### config.mk
export PLATFORM = sky130hd
export DESIGN_NAME = mem_ctrl
export DESIGN_NICKNAME = d
export VERILOG_FILES = /design/src/rtl/mem_ctrl_pkg.sv /design/src/rtl/mem_ctrl.sv
export SDC_FILE = /design/constraint.sdc
export NUM_CORES = 1
export LEC_CHECK = 0
export BUFFER_PORTS_ARGS = -buffer_cell sky130_fd_sc_hd__buf_2
export CAP_MARGIN = 20
export CELL_PAD_IN_SITES_DETAIL_PLACEMENT = 0
export CELL_PAD_IN_SITES_GLOBAL_PLACEMENT = 1
export CORE_UTILIZATION = 39
export CTS_BUF_LIST = sky130_fd_sc_hd__clkbuf_8
export DETAILED_ROUTE_END_ITERATION = 16
export PLACE_DENSITY_LB_ADDON = 0.1
export SLEW_MARGIN = 25
export SYNTH_ARGS = -nofsm -noshare
export SYNTH_HDL_FRONTEND = slang
export SYNTH_SLANG_ARGS = --single-unit
### constraint.sdc
create_clock -name clk -period 4.2 [get_ports clk]
set_input_delay 0.63 -clock clk [delete_from_list [all_inputs] [get_ports clk]]
set_output_delay 0.63 -clock clk [all_outputs]
set_load 0.01 [all_outputs]
### src/rtl/mem_ctrl_pkg.sv
// Shared definitions for the byte-serial memory controller: FSM states,
// access-length codes, requester owner codes and the RAM data width.
package mem_ctrl_pkg;

  localparam int RAM_W = 8;

  typedef enum logic [1:0] {
    S_IDLE = 2'd0,
    S_RD   = 2'd1,
    S_WR   = 2'd2,
    S_DONE = 2'd3
  } state_e;

  localparam logic [1:0] LEN_B = 2'b00;
  localparam logic [1:0] LEN_H = 2'b01;
  localparam logic [1:0] LEN_W = 2'b10;

  typedef enum logic {
    OWN_IF  = 1'b0,
    OWN_MEM = 1'b1
  } owner_e;

  // Code 2'b11 is treated as a word access.
  function automatic logic [2:0] len_bytes(input logic [1:0] len);
    case (len)
      LEN_B:   return 3'd1;
      LEN_H:   return 3'd2;
      default: return 3'd4;
    endcase
  endfunction

endpackage

### src/rtl/mem_ctrl.sv
// Shares one byte-wide RAM port between instruction fetch and the MEM stage,
// serialising word/half/byte accesses and reassembling reads little-endian.
module mem_ctrl
  import mem_ctrl_pkg::*;
#(
  parameter int ADDR_W = 32
) (
  input  logic              clk,
  input  logic              rst,
  input  logic              if_req,
  input  logic [ADDR_W-1:0] if_addr,
  output logic [31:0]       if_data,
  output logic              if_done,
  input  logic              mem_req,
  input  logic              mem_we,
  input  logic [1:0]        mem_len,
  input  logic [ADDR_W-1:0] mem_addr,
  input  logic [31:0]       mem_wdata,
  output logic [31:0]       mem_rdata,
  output logic              mem_done,
  input  logic [RAM_W-1:0]  ram_din,
  output logic [RAM_W-1:0]  ram_dout,
  output logic [ADDR_W-1:0] ram_addr,
  output logic              ram_wr,
  output logic              busy,
  output state_e            dbg_state
);

  state_e            state_q, state_d;
  logic [2:0]        cnt_q, cnt_d;
  logic [2:0]        n_q, n_d;
  logic [ADDR_W-1:0] base_q, base_d;
  logic              we_q, we_d;
  owner_e            owner_q, owner_d;
  logic [31:0]       wdata_q, wdata_d;
  logic [31:0]       buf_q, buf_d;
  logic              hold_q, hold_d;

  logic [31:0]       if_data_q, if_data_d;
  logic              if_done_q, if_done_d;
  logic [31:0]       mem_rdata_q, mem_rdata_d;
  logic              mem_done_q, mem_done_d;
  logic [RAM_W-1:0]  ram_dout_q, ram_dout_d;
  logic [ADDR_W-1:0] ram_addr_q, ram_addr_d;
  logic              ram_wr_q, ram_wr_d;
  logic              busy_q, busy_d;

  logic [1:0]        cap_idx;
  logic [ADDR_W-1:0] byte_addr;

  always_comb begin
    state_d = state_q;
    cnt_d   = cnt_q;
    n_d     = n_q;
    base_d  = base_q;
    we_d    = we_q;
    owner_d = owner_q;
    wdata_d = wdata_q;
    buf_d   = buf_q;
    hold_d  = 1'b0;
    // RAM data lags the address by one cycle, so cycle k fills byte k-1.
    cap_idx = cnt_q[1:0] - 2'd1;

    case (state_q)
      S_IDLE: begin
        // hold_q forces one non-accepting IDLE cycle after every DONE.
        if (!hold_q) begin
          if (mem_req) begin
            base_d  = mem_addr;
            n_d     = len_bytes(mem_len);
            we_d    = mem_we;
            wdata_d = mem_wdata;
            owner_d = OWN_MEM;
            cnt_d   = 3'd0;
            buf_d   = 32'd0;
            state_d = mem_we ? S_WR : S_RD;
          end else if (if_req) begin
            base_d  = if_addr;
            n_d     = len_bytes(LEN_W);
            we_d    = 1'b0;
            wdata_d = 32'd0;
            owner_d = OWN_IF;
            cnt_d   = 3'd0;
            buf_d   = 32'd0;
            state_d = S_RD;
          end
        end
      end
      S_RD: begin
        if (cnt_q != 3'd0) buf_d[{cap_idx, 3'b000} +: 8] = ram_din;
        if (cnt_q == n_q) state_d = S_DONE;
        else              cnt_d   = cnt_q + 3'd1;
      end
      S_WR: begin
        if (cnt_q == n_q - 3'd1) state_d = S_DONE;
        else                     cnt_d   = cnt_q + 3'd1;
      end
      S_DONE: begin
        state_d = S_IDLE;
        hold_d  = 1'b1;
      end
      default: state_d = S_IDLE;
    endcase
  end

  // Outputs are decoded from the next state so they leave flops aligned to it.
  always_comb begin
    if_data_d   = 32'd0;
    if_done_d   = 1'b0;
    mem_rdata_d = 32'd0;
    mem_done_d  = 1'b0;
    ram_dout_d  = '0;
    ram_addr_d  = '0;
    ram_wr_d    = 1'b0;
    busy_d      = (state_d != S_IDLE);
    byte_addr   = base_d + {{(ADDR_W-3){1'b0}}, cnt_d};

    case (state_d)
      S_RD: begin
        if (cnt_d < n_d) ram_addr_d = byte_addr;
      end
      S_WR: begin
        ram_wr_d   = 1'b1;
        ram_addr_d = byte_addr;
        ram_dout_d = wdata_d[{cnt_d[1:0], 3'b000} +: 8];
      end
      S_DONE: begin
        if (owner_d == OWN_IF) begin
          if_done_d = 1'b1;
          if_data_d = buf_d;
        end else begin
          mem_done_d  = 1'b1;
          mem_rdata_d = we_d ? 32'd0 : buf_d;
        end
      end
      default: ;
    endcase
  end

  always_ff @(posedge clk or negedge rst) begin
    if (!rst) begin
      state_q     <= S_IDLE;
      cnt_q       <= 3'd0;
      n_q         <= 3'd0;
      base_q      <= '0;
      we_q        <= 1'b0;
      owner_q     <= OWN_IF;
      wdata_q     <= 32'd0;
      buf_q       <= 32'd0;
      hold_q      <= 1'b0;
      if_data_q   <= 32'd0;
      if_done_q   <= 1'b0;
      mem_rdata_q <= 32'd0;
      mem_done_q  <= 1'b0;
      ram_dout_q  <= '0;
      ram_addr_q  <= '0;
      ram_wr_q    <= 1'b0;
      busy_q      <= 1'b0;
    end else begin
      state_q     <= state_d;
      cnt_q       <= cnt_d;
      n_q         <= n_d;
      base_q      <= base_d;
      we_q        <= we_d;
      owner_q     <= owner_d;
      wdata_q     <= wdata_d;
      buf_q       <= buf_d;
      hold_q      <= hold_d;
      if_data_q   <= if_data_d;
      if_done_q   <= if_done_d;
      mem_rdata_q <= mem_rdata_d;
      mem_done_q  <= mem_done_d;
      ram_dout_q  <= ram_dout_d;
      ram_addr_q  <= ram_addr_d;
      ram_wr_q    <= ram_wr_d;
      busy_q      <= busy_d;
    end
  end

  assign if_data   = if_data_q;
  assign if_done   = if_done_q;
  assign mem_rdata = mem_rdata_q;
  assign mem_done  = mem_done_q;
  assign ram_dout  = ram_dout_q;
  assign ram_addr  = ram_addr_q;
  assign ram_wr    = ram_wr_q;
  assign busy      = busy_q;
  assign dbg_state = state_q;

endmodule

Word level (Yosys, flattened, before mapping)

Cells that the tools add are included.
Widths: inputs -> output; s select.

Reductions and logical operators: 4
$add $sub $neg: 5
Multipliers: 0
Multiplexer cells: 54
Order comparisons: 1
Shift operators: 3
Bitwise logic cells: 0
Eq/ne operators: 9
Divide/modulo/power cells: 0

Operator list:

| kind                   | number |
|---|---|
| $mux 32                | 18 |
| $pmux 32 s2            | 2 |
| $add 32x3->32          | 1 |
| $bwmux 32              | 1 |
| $shift 8x7->32 const A | 1 |
| $shiftx 32x6->8        | 1 |
| $shiftx 8x7->32        | 1 |
| $mux 3                 | 9 |
| $mux 1                 | 14 |
| $mux 2                 | 6 |
| $pmux 3 s3             | 1 |
| $eq 2x2->1 const B     | 4 |
| $mux 8                 | 1 |
| $pmux 2 s4             | 1 |
| $neg 5->7              | 1 |
| $eq 2x1->1 const B     | 3 |
| $eq 3x3->1             | 2 |
| $pmux 3 s2             | 1 |
| $logic_not 2->1        | 2 |
| $add 3x1->3 const B    | 1 |
| $lt 3x3->1             | 1 |
| $reduce_bool 3->1      | 1 |
| $sub 3x1->3 const B    | 1 |
| $reduce_bool 2->1      | 1 |
| $sub 2x1->2 const B    | 1 |

Bits in registers: 215
Logic and storage cells: 93
Memory bits (read-only): 0
Output and inout bits: 110
Memory bits (writable): 0
Input port bits: 111
Memories kept: 0
Latch bits: 0

Longest topological paths before layout

Gate-level depths: netlist of the first run.

Depth after elaboration: 9
Depth in mapped cells: 18

Worst setup path after synthesis of the first run

No wires, ideal clock.

Kind: reg-to-reg
Start point: reg state_q[0], in the netlist dbg_state[0]
End point: reg ram_addr_q[31], in the netlist ram_addr[31]
Period minus slack after synthesis: 4.262 ns
Stages on the path, launching flop included: 18
Arrival: 4.184 ns
Slack: -0.062 ns
Cell sequence: dfrtp_1 > buf_2 > or3_1 > buf_6 > nor2_8 > buf_2 > nor2_1 > mux2_2 > clkbuf_1 > buf_2 > ha_1 > a21o_1 > a21oi_1 > nor3_1 > nand3_1 > or4_1 > or4_1 > a21oi_1

RTL lines:

| element                                            | line                             | source |
|---|---|---|
| start, declared                                    | mem_ctrl.sv:29                   | `state_e state_q, state_d;` |
| start signal, assigned                             | mem_ctrl.sv:160                  | `state_q <= state_d;` |
| $eq 2x2->1, or another cell as far along           | mem_ctrl.sv:64                   | `case (state_q)` |
| $pmux 3 s3 *                                       | mem_ctrl.sv:64                   |  |
| via cnt_d[1]                                       | mem_ctrl.sv:30                   | `logic [2:0] cnt_q, cnt_d;` |
| $add 32x3->32 / $lt 3x3->1 (equally long branches) | mem_ctrl.sv:116, mem_ctrl.sv:120 |  |
| $mux 32                                            | mem_ctrl.sv:120                  | `if (cnt_d < n_d) ram_addr_d = byte_addr;` |
| $pmux 32 s2 *                                      | mem_ctrl.sv:118                  | `case (state_d)` |
| via ram_addr_d[31]                                 | mem_ctrl.sv:44                   | `logic [ADDR_W-1:0] ram_addr_q, ram_addr_d;` |
| end signal, assigned                               | mem_ctrl.sv:174                  | `ram_addr_q <= ram_addr_d;` |
| end, declared                                      | mem_ctrl.sv:44                   |  |

Mark *: on every way through the listed nets, which the timed path passes. The rest lies on a longest branch.

Worst setup path in the final report of the first run

Start point: reg n_q[0]
End point: reg ram_addr_q[30], in the netlist ram_addr[30]

Cells in the longest elaborated chain, start to end: 7

RTL lines:

| element                                            | line                             | source |
|---|---|---|
| start, declared                                    | mem_ctrl.sv:31                   | `logic [2:0] n_q, n_d;` |
| start signal, assigned                             | mem_ctrl.sv:162                  | `n_q <= n_d;` |
| $sub 3x1->3                                        | mem_ctrl.sv:95                   | `if (cnt_q == n_q - 3'd1) state_d = S_DONE;` |
| $eq 3x3->1                                         | mem_ctrl.sv:95                   |  |
| $mux 3                                             | mem_ctrl.sv:95                   |  |
| $pmux 3 s3 *                                       | mem_ctrl.sv:64                   |  |
| via cnt_d[0]                                       | mem_ctrl.sv:30                   |  |
| $add 32x3->32 / $lt 3x3->1 (equally long branches) | mem_ctrl.sv:116, mem_ctrl.sv:120 |  |
| $mux 32                                            | mem_ctrl.sv:120                  |  |
| $pmux 32 s2 *                                      | mem_ctrl.sv:118                  |  |
| via ram_addr_d[30]                                 | mem_ctrl.sv:44                   |  |

Marked as above.

==> results of run 1 <==
==> per-stage QoR <==
stage	util	area (sq um)	hold WS (ns)
after floorplan	-	9230	0.334
after global placement	0.471	10800	0.471
after detailed placement	0.471	10800	0.476
after CTS	0.504	11500	0.197
after global routing	0.504	11600	0.239
final	0.504	11600	0.168
==> where the power goes <==
group	switching (mW)	internal (mW)	leakage, nW
Combinational	2.27	1.44	2.72
Sequential	0.212	2.56	2.85
Clock	0.829	1.05	0.437
Total	3.31	5.05	6.00
==> layout by cell type, fill, tap and decap left out, types with 3 or more instances in the layout <==
cell type / netlist / routed
a21o_1: 7 / 7
a21oi_1: 31 / 31
a22o_1: 37 / 37
a22oi_1: 6 / 6
a31o_2: 3 / 3
a31oi_1: 4 / 4
and2_0: 14 / 14
and2_1: 5 / 5
buf_2: 9 / 219
buf_4: 2 / 33
clkbuf_8: 0 / 46
clkinv_2: 0 / 3
dfrtp_1: 215 / 215
ha_1: 16 / 16
inv_1: 58 / 73
mux2i_1: 17 / 17
nand2_1: 48 / 48
nand2b_1: 14 / 14
nand3_1: 12 / 11
nand3b_1: 3 / 3
nand4_1: 7 / 7
nor2_1: 117 / 117
nor2b_1: 9 / 9
nor3_1: 29 / 28
nor4_1: 3 / 3
o21ai_0: 40 / 40
o221a_2: 3 / 3
o221ai_1: 8 / 8
o22ai_1: 21 / 21
o31ai_1: 3 / 3
o32a_1: 7 / 7
o32ai_1: 4 / 4
or3_1: 6 / 6
or4_1: 5 / 4
xnor2_1: 11 / 11
xor2_1: 7 / 7
==> routing by layer <==
layer	wire [um]	global-route usage
met5	0	0
met3	1280	0.0392
met2	11400	0.333
met1	11400	0.290
met4	538	0.0677
==> logic make-up after synthesis <==
logic type / after synthesis
flip-flops: 215
AO/OA/AOI/OAI: 191
adder cells (fa/ha/maj): 17
multiplexers: 18
AND/OR/NAND/NOR: 293
XOR/XNOR: 19
buffers and inverters: 106
==> critical path, cell delays in order, from the launching register on <==
cell and delay [ns]:
dfrtp_1 0.35, inv_1 0.07, ha_1 0.30, xor2_1 0.20
nand3_1 0.10, a2bb2oi_1 0.27, mux2i_1 0.32, ha_1 0.24
fa_1 0.22, a21oi_1 0.10, nor3_2 0.24, nand3_4 0.16
or4_4 0.63, or4_4 0.54, a21oi_2 0.15
==> area by class of cell <==
class | instances | area share
well taps | 313 | 0.0339
flip-flops and latches | 215 | 0.466
repair buffers | 254 | 0.119
inverters | 59 | 0.0192
clock buffers | 46 | 0.0548
multi-input cells | 538 | 0.297
diodes | 2 | 0.000433
clock inverters | 20 | 0.00942
==> registers in the layout, indices dropped and copies added (netlist names), 3 cells and up <==
signal / flops
base_q: 32
buf_q: 32
cnt_q: 3
if_data: 32
mem_rdata: 32
n_q: 3
ram_addr: 32
ram_dout: 8
wdata_q: 32
==> worst paths after layout <==
kind,slack [ns],to,start,cells past startpoint
min in group clk,0.34,wdata_q[17]$_DFF_PN0_,mem_wdata[17],2
worst max register to register,0.25,ram_addr[30]$_DFF_PN0_,n_q[0]$_DFF_PN0_,14
worst min register to register,0.49,buf_q[29]$_DFF_PN0_,buf_q[29]$_DFF_PN0_,2
max in group asynchronous,3.11,wdata_q[2]$_DFF_PN0_,rst,2
worst min-delay path,0.17,ram_addr[13]$_DFF_PN0_,rst,1
worst max-delay path,0.25,ram_addr[30]$_DFF_PN0_,n_q[0]$_DFF_PN0_,14
==> summary.md, run 1 <==
| Metric | Value |
|---|---|
| Status | finished clean |
| Actual slew at the worst max-slew pin | approximately 0.84 ns |
| Root Buffer | clkbuf_8 |
| Fin crit share | 0.940 |
| Count of flip-flops with a built-in enable after synthesis | 0 |
| Compound-Gate Fraction of Synth Area | 0.147 |
| Startpoint types | register |
| # hold bufs at CTS | 0 |
| Initial core utilization | 0.403 |
| Kind of critical path | register to register |
| Area delta synth->final | 25.3% |
| Multi-input logic area | about 3400 sq um |
| List of most frequent post-synthesis cells | dfrtp_1, nor2_1, inv_1 |
| Synthesized flop and latch total | roughly 220 |
| Leak | between 6 and 7 nW |
| Synth warnings | 0 |
| Final Skew | between 0.01 and 0.015 ns |
| Vias/cell | between 4 and 5 |
| Mux cell area share after synthesis | 0.0197 |
| Synthesized instance count | about 860 |
| H-tree Lvls | 2 |
| Synth top area share | 0.583 |
| Largest net degree at the start of global routing | 111 |
| Initial antenna violation count | 2 |
| Worst path required time | between 4 and 5 ns |
| # setup viols final | 0 |
| Synth Area in Adders | 0.0239 |
| First-pass DRT Iterations | 5 |
| Die H | around 160 um |
| Nets | 1234 |
| RSZ-0062 raised after global routing | false |
| Row count | between 50 and 60 |
| CP Max Fanout | 9 |
| Synth area leaders | dfrtp_1, nor2_1, a22o_1 |
| Core Region | between 20000 and 25000 sq um |
| VDD IR max | approximately 410 uV |
| CTS Buffer Depth | 3 |
| Number of global-route vias before repair | ~7200 |
| Power per cell area | 724 nW/um^2 |
| # Max-Cap Violations | 0 |
| Register area | about 5400 sq um |
| Vias after detailed routing | slightly above 7000 |
| Final Hold Vio Count | 0 |
| Drt wl/cell | approximately 17 um |
| Total grt overflow | 0 |
| CTS Sinks | about 220 |
| Syn Std Cell Area | around 9200 sq um |
| Post-synth ARST share | 1.00 |
| GPL Wtd Cong | 0.785 |
| Setup TNS | 0 ns |
| Sequential share of the synthesized area | 0.583 |
| Insertion delay to the later sink of the worst-skew pair | 0.52 ns |
| Fin crit period | 3.95 ns |
| Post-cts resize count | 0 |
| CTS tree | yes |
| Worst Setup End Kind | register |
| Main combinational cell family by area after synthesis | simple AND/OR/NAND/NOR gates |
| DP HPWL | ~17000 um |
| Simple-Gate Fraction of Synth Area | 0.160 |
| Arr. time, crit path | about 4.4 ns |
| Power Total | approximately 8.4 mW |
| Hold Crit Class | primary input to async pin |
| Unique masters post-synth | 70 |
| Die ar. | around 24000 sq um |
| DRT iter0 DRCs | 382 |
| Top-count cell post-synth | dfrtp_1 |
| Proportion of layout cells with a drive suffix above 1 | 0.296 |
| Pre-CTS setup slack | just under 0.2 ns |
| Fin cells | roughly 1400 |
| FMAX | 0.253 GHz |
| Relative slew slack | 0.438 |
| IO Port Bufs | 220 |
| All-layer global routing usage | 0.210 |
| Width of the die | 156 um |
| Area leader, netlist | dfrtp_1 |
| Clock Pin Slew Worst Setup and Hold Paths | roughly 0.06 ns |
| First-pass GRT wire length | 39600 um |
| # fillers | between 2000 and 2500 |
| Max-slew violations | 0 |
| Ports | 221 |
| Post-route setup slack | roughly 0.25 ns |
| Final ANT Viol Nets | 0 |
| Placed insts | approximately 1400 |
| Routed WL | 24600 um |
| Post-synth net total | just under 1000 |
| Syn avg cell area | around 11 sq um |
| Drt drc | 0 |
| Post-synth top flop | dfrtp_1 |
| CTS Buf Count | 38 |
| Setup Buffers After CTS | 0 |
| XOR/XNOR Fraction of Synth Area | 0.0195 |
(Power assumes the default switching activity.)
==> inputs of run 2 (changes only) <==
--- a/config.mk
+++ b/config.mk
@@ -9,6 +9,7 @@
 export CAP_MARGIN = 20
 export CELL_PAD_IN_SITES_DETAIL_PLACEMENT = 0
 export CELL_PAD_IN_SITES_GLOBAL_PLACEMENT = 1
+export CORE_MARGIN = 4
 export CORE_UTILIZATION = 39
 export CTS_BUF_LIST = sky130_fd_sc_hd__clkbuf_8
 export DETAILED_ROUTE_END_ITERATION = 16
==> constraint.sdc (replaced) <==
create_clock -name clk -period 4.2 [get_ports clk]
set_input_delay 0.63 -clock clk [delete_from_list [all_inputs] [get_ports clk]]
set_output_delay 0.63 -clock clk [all_outputs]
set_load 0.02 [all_outputs]
==> summary.md, run 2 (synthesis results as in run 1) <==
| Metric | Value |
|---|---|
| Status | finished clean |
| First-pass DRT Iterations | 5 (unchanged) |
| First-pass GRT wire length | 41400 um (+4.7%) |
| R2r endpoint | ram_addr[30]$_DFF_PN0_ |
| Flop2flop setup slack | 0.33 ns (+0.08 ns) |
| Largest net degree at the start of global routing | 122 (+9.9%) |
| Routed WL | 25600 um (+3.9%) |
| Most frequent cells in the layout | buf_2, dfrtp_1, nor2_1 |
| VDD IR max | 317 uV (-22%) |
| Power Total | 8.36 mW (about the same) |
| Arr. time, crit path | 4.31 ns (-0.08 ns) |
| Clock Pin Slew Worst Setup and Hold Paths | 0.06 ns (about the same) |
| Root Buffer | clkbuf_8 |
| Actual slew at the worst max-slew pin | 0.917 ns (+0.0738 ns) |
| # Max-Cap Violations | 0 (unchanged) |
| Total grt overflow | 0 (unchanged) |
| Vias after detailed routing | 7234 (+0.24%) |
| Nets | 1233 (-0.081%) |
| Core Region | 23400 sq um (+2.1%) |
| DRT iter0 DRCs | 302 (-21%) |
| Die H | 162 um (+3.9%) |
| Die ar. | 26200 sq um (+7.8%) |
| CTS tree | yes |
| Worst Setup End Kind | register |
| Setup TNS | 0 ns (unchanged) |
| Final Hold Vio Count | 0 (unchanged) |
| Kind of critical path | register to register |
| Power per cell area | 727 nW/um^2 (+0.44%) |
| Insertion delay to the later sink of the worst-skew pair | 0.52 ns (about the same) |
| Worst path required time | 4.64 ns (about the same) |
| CTS Buffer Depth | 3 (unchanged) |
| H-tree Lvls | 2 (unchanged) |
| IO Port Bufs | 220 (unchanged) |
| Hold Crit Class | primary input to async pin |
| Fin crit share | 0.921 (-0.0196) |
| Proportion of layout cells with a drive suffix above 1 | 0.293 (-0.00338) |
| FMAX | 0.259 GHz (+2.1%) |
| GPL Wtd Cong | 0.808 (+2.9%) |
| RSZ-0062 raised after global routing | false |
| R2R cell count | 14 (unchanged) |
| Final core occ | 0.491 (-0.0131) |
| Width of the die | 162 um (+3.9%) |
| Row count | 56 (+1.8%) |
| Final Skew | 0.0160 ns (+0.00111 ns) |
| Fin crit period | 3.87 ns (-0.0824 ns) |
| Initial antenna violation count | 1 (-1) |
| Reg-to-Reg Start | n_q[0]$_DFF_PN0_ |
| # setup viols final | 0 (unchanged) |
| Initial core utilization | 0.394 (-0.00837) |
| Most common cell after layout, fill and taps aside | buf_2 |
| Leak | 5.97 nW (-0.53%) |
| Drt drc | 0 (unchanged) |
| Max-slew violations | 0 (unchanged) |
| CTS Buf Count | 39 (+2.6%) |
| DP HPWL | 18200 um (+4.5%) |
| Relative slew slack | 0.389 (-0.0492) |
| All-layer global routing usage | 0.198 (-0.0122) |
| Drt wl/cell | 17.7 um (+3.9%) |
| Final ANT Viol Nets | 0 (unchanged) |
| Area delta synth->final | 24.6% |
| CP Max Fanout | 6 (-3) |
| Startpoint types | register |
| # fillers | 2263 (+3.6%) |
| Number of global-route vias before repair | 7562 (+4.4%) |
| Ports | 221 (unchanged) |
| Vias/cell | 5.00 (+0.17%) |
| CTS Sinks | 215 (unchanged) |
run 2: cell types whose count changed in the layout (fill, tap and decap cells not counted), sizes merged:
cell and change:
buf -2, bufinv -1, clkinv -1, clkinvlp -1, diode -1, inv +1
run 2: how the worst max path moves through the flow:
stage | start | endpoint | slack (ns) | depth (start not counted)
floorplan | cnt_q[0]$_DFF_PN0_ | ram_addr[30]$_DFF_PN0_ | 0.05 | 15
global placement | n_q[0]$_DFF_PN0_ | ram_addr[30]$_DFF_PN0_ | 0.31 | 14
detailed placement | n_q[0]$_DFF_PN0_ | ram_addr[22]$_DFF_PN0_ | 0.22 | 15
CTS | n_q[0]$_DFF_PN0_ | ram_addr[30]$_DFF_PN0_ | 0.20 | 14
global route | dbg_state[1]$_DFF_PN0_ | ram_addr[31]$_DFF_PN0_ | 0.07 | 13
finish | n_q[0]$_DFF_PN0_ | ram_addr[30]$_DFF_PN0_ | 0.33 | 14
run 2: metrics by stage:
| step | instance area (sq um) | worst slack (ns) | std cells | hold WS (ns) |
|---|---|---|---|---|
| after floorplan | 9240 | 0.0465 | 859 | 0.334 |
| after global placement | 10800 | 0.305 | 1383 | 0.471 |
| after detailed placement | 10800 | 0.217 | 1383 | 0.473 |
| after CTS | 11500 | 0.205 | 1447 | 0.230 |
| after global routing | 11500 | 0.0748 | 1448 | 0.276 |
| final | 11500 | 0.334 | 1448 | 0.205 |
run 2: metal layers:
layer | wire, um | vias to the layer above | global-route usage | share of wire
met5 | 0 | - | 0 | 0
li1 | - | 3470 | - | -
met4 | 486 | 0 | 0.0538 | 0.019
met1 | 11700 | 3513 | 0.278 | 0.46
met2 | 11900 | 211 | 0.317 | 0.47
met3 | 1420 | 40 | 0.0381 | 0.055
run 2: timing repair:
item	4_1_cts	5_1_grt
endpoints found under the setup margin	0	3
setup buffers	0	0
hold buffers	0	0
resized for setup	0	2
run 2: critical path, stage by stage, from the launching register on:
cell and delay, ns:
dfrtp_1 0.35, inv_1 0.07, ha_1 0.30, xor2_1 0.19, nand3_1 0.12, a2bb2oi_2 0.19, nand2b_1 0.15, o21ai_0 0.18
ha_1 0.40, a21oi_1 0.11, nor3_4 0.24, nand3_4 0.16, or4_1 0.66, or4_4 0.55, a21oi_2 0.14
run 2: layout make-up:
type | instances | area, sq um | share of cell area
Sequential cell | 215 | 5380 | 0.468
Clock inverter | 18 | 70.1 | 0.00609
Timing Repair Buffer | 252 | 1350 | 0.118
Inverter | 59 | 221 | 0.0193
Antenna cell | 1 | 2.50 | 0.000218
Multi-Input combinational cell | 538 | 3440 | 0.299
Clock buffer | 46 | 633 | 0.0551
Tap cell | 319 | 399 | 0.0347
run 2: report_power, final:
| group | switching [mW] | internal [mW] | leakage, nW | total, mW |
|---|---|---|---|---|
| Combinational | 2.38 | 1.41 | 2.70 | 3.79 |
| Sequential | 0.211 | 2.56 | 2.85 | 2.77 |
| Clock | 0.820 | 0.980 | 0.424 | 1.80 |
==> inputs of run 3 (changes only) <==
--- a/config.mk
+++ b/config.mk
@@ -5,12 +5,13 @@
 export SDC_FILE = /design/constraint.sdc
 export NUM_CORES = 1
 export LEC_CHECK = 0
+export ABC_AREA = 1
 export BUFFER_PORTS_ARGS = -buffer_cell sky130_fd_sc_hd__buf_2
 export CAP_MARGIN = 20
 export CELL_PAD_IN_SITES_DETAIL_PLACEMENT = 0
 export CELL_PAD_IN_SITES_GLOBAL_PLACEMENT = 1
 export CORE_MARGIN = 4
-export CORE_UTILIZATION = 39
+export CORE_UTILIZATION = 38
 export CTS_BUF_LIST = sky130_fd_sc_hd__clkbuf_8
 export DETAILED_ROUTE_END_ITERATION = 16
 export PLACE_DENSITY_LB_ADDON = 0.1
==> constraint.sdc (replaced) <==
create_clock -name clk -period 4.2 [get_ports clk]
set_input_delay 0.63 -clock clk [delete_from_list [all_inputs] [get_ports clk]]
set_output_delay 0.63 -clock clk [all_outputs]
set_load 0.01 [all_outputs]
==> summary.md, run 3 <==
| Metric | Value |
|---|---|
| Area leader, netlist | dfrtp_1 |
| Synth area leaders | dfrtp_1, nand2_1, inv_1 |
| Max incr delay on CP | 0.72 ns (+0.06 ns) |
| Proportion of layout cells with a drive suffix above 1 | 0.274 (-0.0190) |
| M3 GR Usage | 0.0409 (+0.00282) |
| Insertion delay to the later sink of the worst-skew pair | 0.54 ns (+0.02 ns) |
| Setup TNS | 0 ns (unchanged) |
| Post-synth ARST share | 1.00 (unchanged) |
| Flop2flop setup slack | 0.65 ns (+0.32 ns) |
| Leak | 7.27 nW (+22%) |
| Worst Setup End Kind | register |
| Vias/cell | 4.68 (-6.4%) |
| # Max-Cap Violations | 0 (unchanged) |
| FMAX | 0.282 GHz (+8.9%) |
| First-pass GRT wire length | 48800 um (+18%) |
| Most common cell after layout, fill and taps aside | nand2_1 |
| Root Buffer | clkbuf_8 |
| Relative slew slack | 0.374 (-0.0142) |
| Width of the die | 173 um (+6.9%) |
| M1 GR Usage | 0.300 (+0.0217) |
| Synth warnings | 0 (unchanged) |
| Multi-input logic area | 3810 sq um (+11%) |
| Ordered list of cells on the worst path | inv_1, ha_1, inv_1, nand2_1, nand2_1, nor2_1, nand2_1, nand2_1, nand2_1, inv_1, o21ai_2, fa_1, nand2_1, nand2_1, inv_1, nor2_1, nand3_2, nor2_4, nand4_2, nor3_1, nor2_1 |
| CP Max Fanout | 18 (+12) |
| RSZ-0062 raised after global routing | false |
| Post-cts resize count | 0 (unchanged) |
| Power Total | 9.27 mW (+11%) |
| DRT iter0 DRCs | 523 (+73%) |
| GPL Wtd Cong | 0.866 (+7.1%) |
| Total grt overflow | 0 (unchanged) |
| Final ANT Viol Nets | 0 (unchanged) |
| Synthesized instance count | 1228 (+43%) |
| Setup Buffers After CTS | 0 (unchanged) |
| Status | finished clean |
| Routed WL | 30400 um (+19%) |
| Number of global-route vias before repair | 8605 (+14%) |
| CTS Buf Count | 39 (unchanged) |
| Clock Pin Slew Worst Setup and Hold Paths | 0.06 ns (about the same) |
| Ports | 221 (unchanged) |
| Largest net degree at the start of global routing | 108 (-11%) |
| Top-count cell post-synth | nand2_1 |
| Syn avg cell area | 8.42 sq um (-22%) |
| Critical Path Slowest Stage Cell | o21ai_2 |
| All-layer global routing usage | 0.202 (+0.00396) |
| Synthesized flop and latch total | 215 (unchanged) |
| Fin crit period | 3.55 ns (-0.315 ns) |
| CTS Buffer Depth | 3 (unchanged) |
| List of most frequent post-synthesis cells | nand2_1, dfrtp_1, inv_1 |
| Die H | 173 um (+6.9%) |
| Nets | 1594 (+29%) |
| Initial core utilization | 0.385 (-0.00933) |
| VDD IR max | 346 uV (+9.1%) |
| Most frequent cells in the layout | nand2_1, inv_1, buf_2 |
| Syn Std Cell Area | 10300 sq um (+12%) |
| IO Port Bufs | 220 (unchanged) |
| Final Hold Vio Count | 0 (unchanged) |
| Buffers & Inverters on Critical Path | 4 (+3) |
| Kind of critical path | register to register |
| Synth top area share | 0.520 (-0.0631) |
| # hold bufs at CTS | 0 (unchanged) |
| Max-slew violations | 0 (unchanged) |
| Met2 usage | 0.302 (-0.0151) |
| Register area | 5380 sq um (unchanged) |
| Die ar. | 29900 sq um (+14%) |
| Actual slew at the worst max-slew pin | 0.938 ns (+0.0212 ns) |
| First-pass DRT Iterations | 5 (unchanged) |
| DP HPWL | 22000 um (+21%) |
| Arr. time, crit path | 3.98 ns (-0.33 ns) |
| Sequential share of the synthesized area | 0.520 (-0.0631) |
| Final Skew | 0.0193 ns (+0.00324 ns) |
| Vias after detailed routing | 8599 (+19%) |
| Unique masters post-synth | 47 (-33%) |
| Most numerous cell on the critical path | nand2_1 |
| Row count | 60 (+7.1%) |
| # setup viols final | 0 (unchanged) |
| CTS Sinks | 215 (unchanged) |
| Hold Crit Class | primary input to async pin |
| Count of flip-flops with a built-in enable after synthesis | 0 (unchanged) |
| Fin crit share | 0.845 (-0.0751) |
| Area delta synth->final | 21.7% |
| Startpoint types | register |
| Drt drc | 0 (unchanged) |
| # fillers | 2752 (+22%) |
| Power per cell area | 737 nW/um^2 (+1.3%) |
| H-tree Lvls | 2 (unchanged) |
| CTS tree | yes |
| Core Region | 26900 sq um (+15%) |
| Post-synth top flop | dfrtp_1 |
| Post-synth net total | 1356 (+37%) |
| Initial antenna violation count | 1 (unchanged) |
| Crit path max-delay family | simple AND/OR/NAND/NOR gates |
| Drt wl/cell | 16.5 um (-6.4%) |
| Worst path required time | 4.63 ns (about the same) |
| Gr busiest metal | met2 |
-- run 3: cell type report --
| cell class | instances | share of cell area |
|---|---|---|
| sequential | 215 | 0.427 |
| clock inverter | 22 | 0.0123 |
| clock buffer | 48 | 0.0525 |
| tap | 341 | 0.0339 |
| timing repair buffer | 237 | 0.0984 |
| inverter | 243 | 0.0727 |
| multi-input combinational | 730 | 0.302 |
| antenna | 2 | 0.000398 |
-- run 3: path summary, 6_finish.rpt --
path / start / end / depth (start not counted)
max: n_q[0]$_DFF_PN0_ / ram_addr[28]$_DFF_PN0_ / 21
min reg2reg: wdata_q[10]$_DFF_PN0_ / wdata_q[10]$_DFF_PN0_ / 1
min in group clk: mem_len[0] / n_q[0]$_DFF_PN0_ / 2
max in group asynchronous: rst / ram_addr[28]$_DFF_PN0_ / 2
min: rst / mem_rdata[4]$_DFF_PN0_ / 1
max reg2reg: n_q[0]$_DFF_PN0_ / ram_addr[28]$_DFF_PN0_ / 21
-- run 3: logic make-up after synthesis --
group / Yosys count / synth area share
AOI/OAI and AO/OA: 130 / 0.0848
xor gates and xnor gates: 15 / 0.0127
adders and majority gates: 17 / 0.0213
buffers and inverters: 283 / 0.112
DFF: 215 / 0.520
and+or+nand+nor: 568 / 0.249
-- run 3: layer usage --
layer  wire length (um)  vias up
met5                  0        -
met4                636        0
met3               1610       53
met2              13200      249
met1              14900     4035
li1                   -     4262
-- run 3: where the power goes --
group	leakage (nW)	total, mW	switching, mW	internal [mW]
Sequential	2.82	2.78	0.172	2.61
Clock	0.454	2.06	0.896	1.16
Combinational	3.99	4.44	3.13	1.31
-- run 3: stage by stage --
step                cell area (sq um)  utilization  setup slack, ns  hold WS, ns  instances
finish                          12600        0.468            0.649       0.0987       1838
global route                    12600        0.468            0.302        0.176       1837
CTS                             12600        0.468            0.651        0.162       1836
detailed placement              11800        0.438            0.652        0.491       1766
global placement                11800        0.438            0.695        0.491       1766
floorplan                       10300            -             1.09        0.334       1228
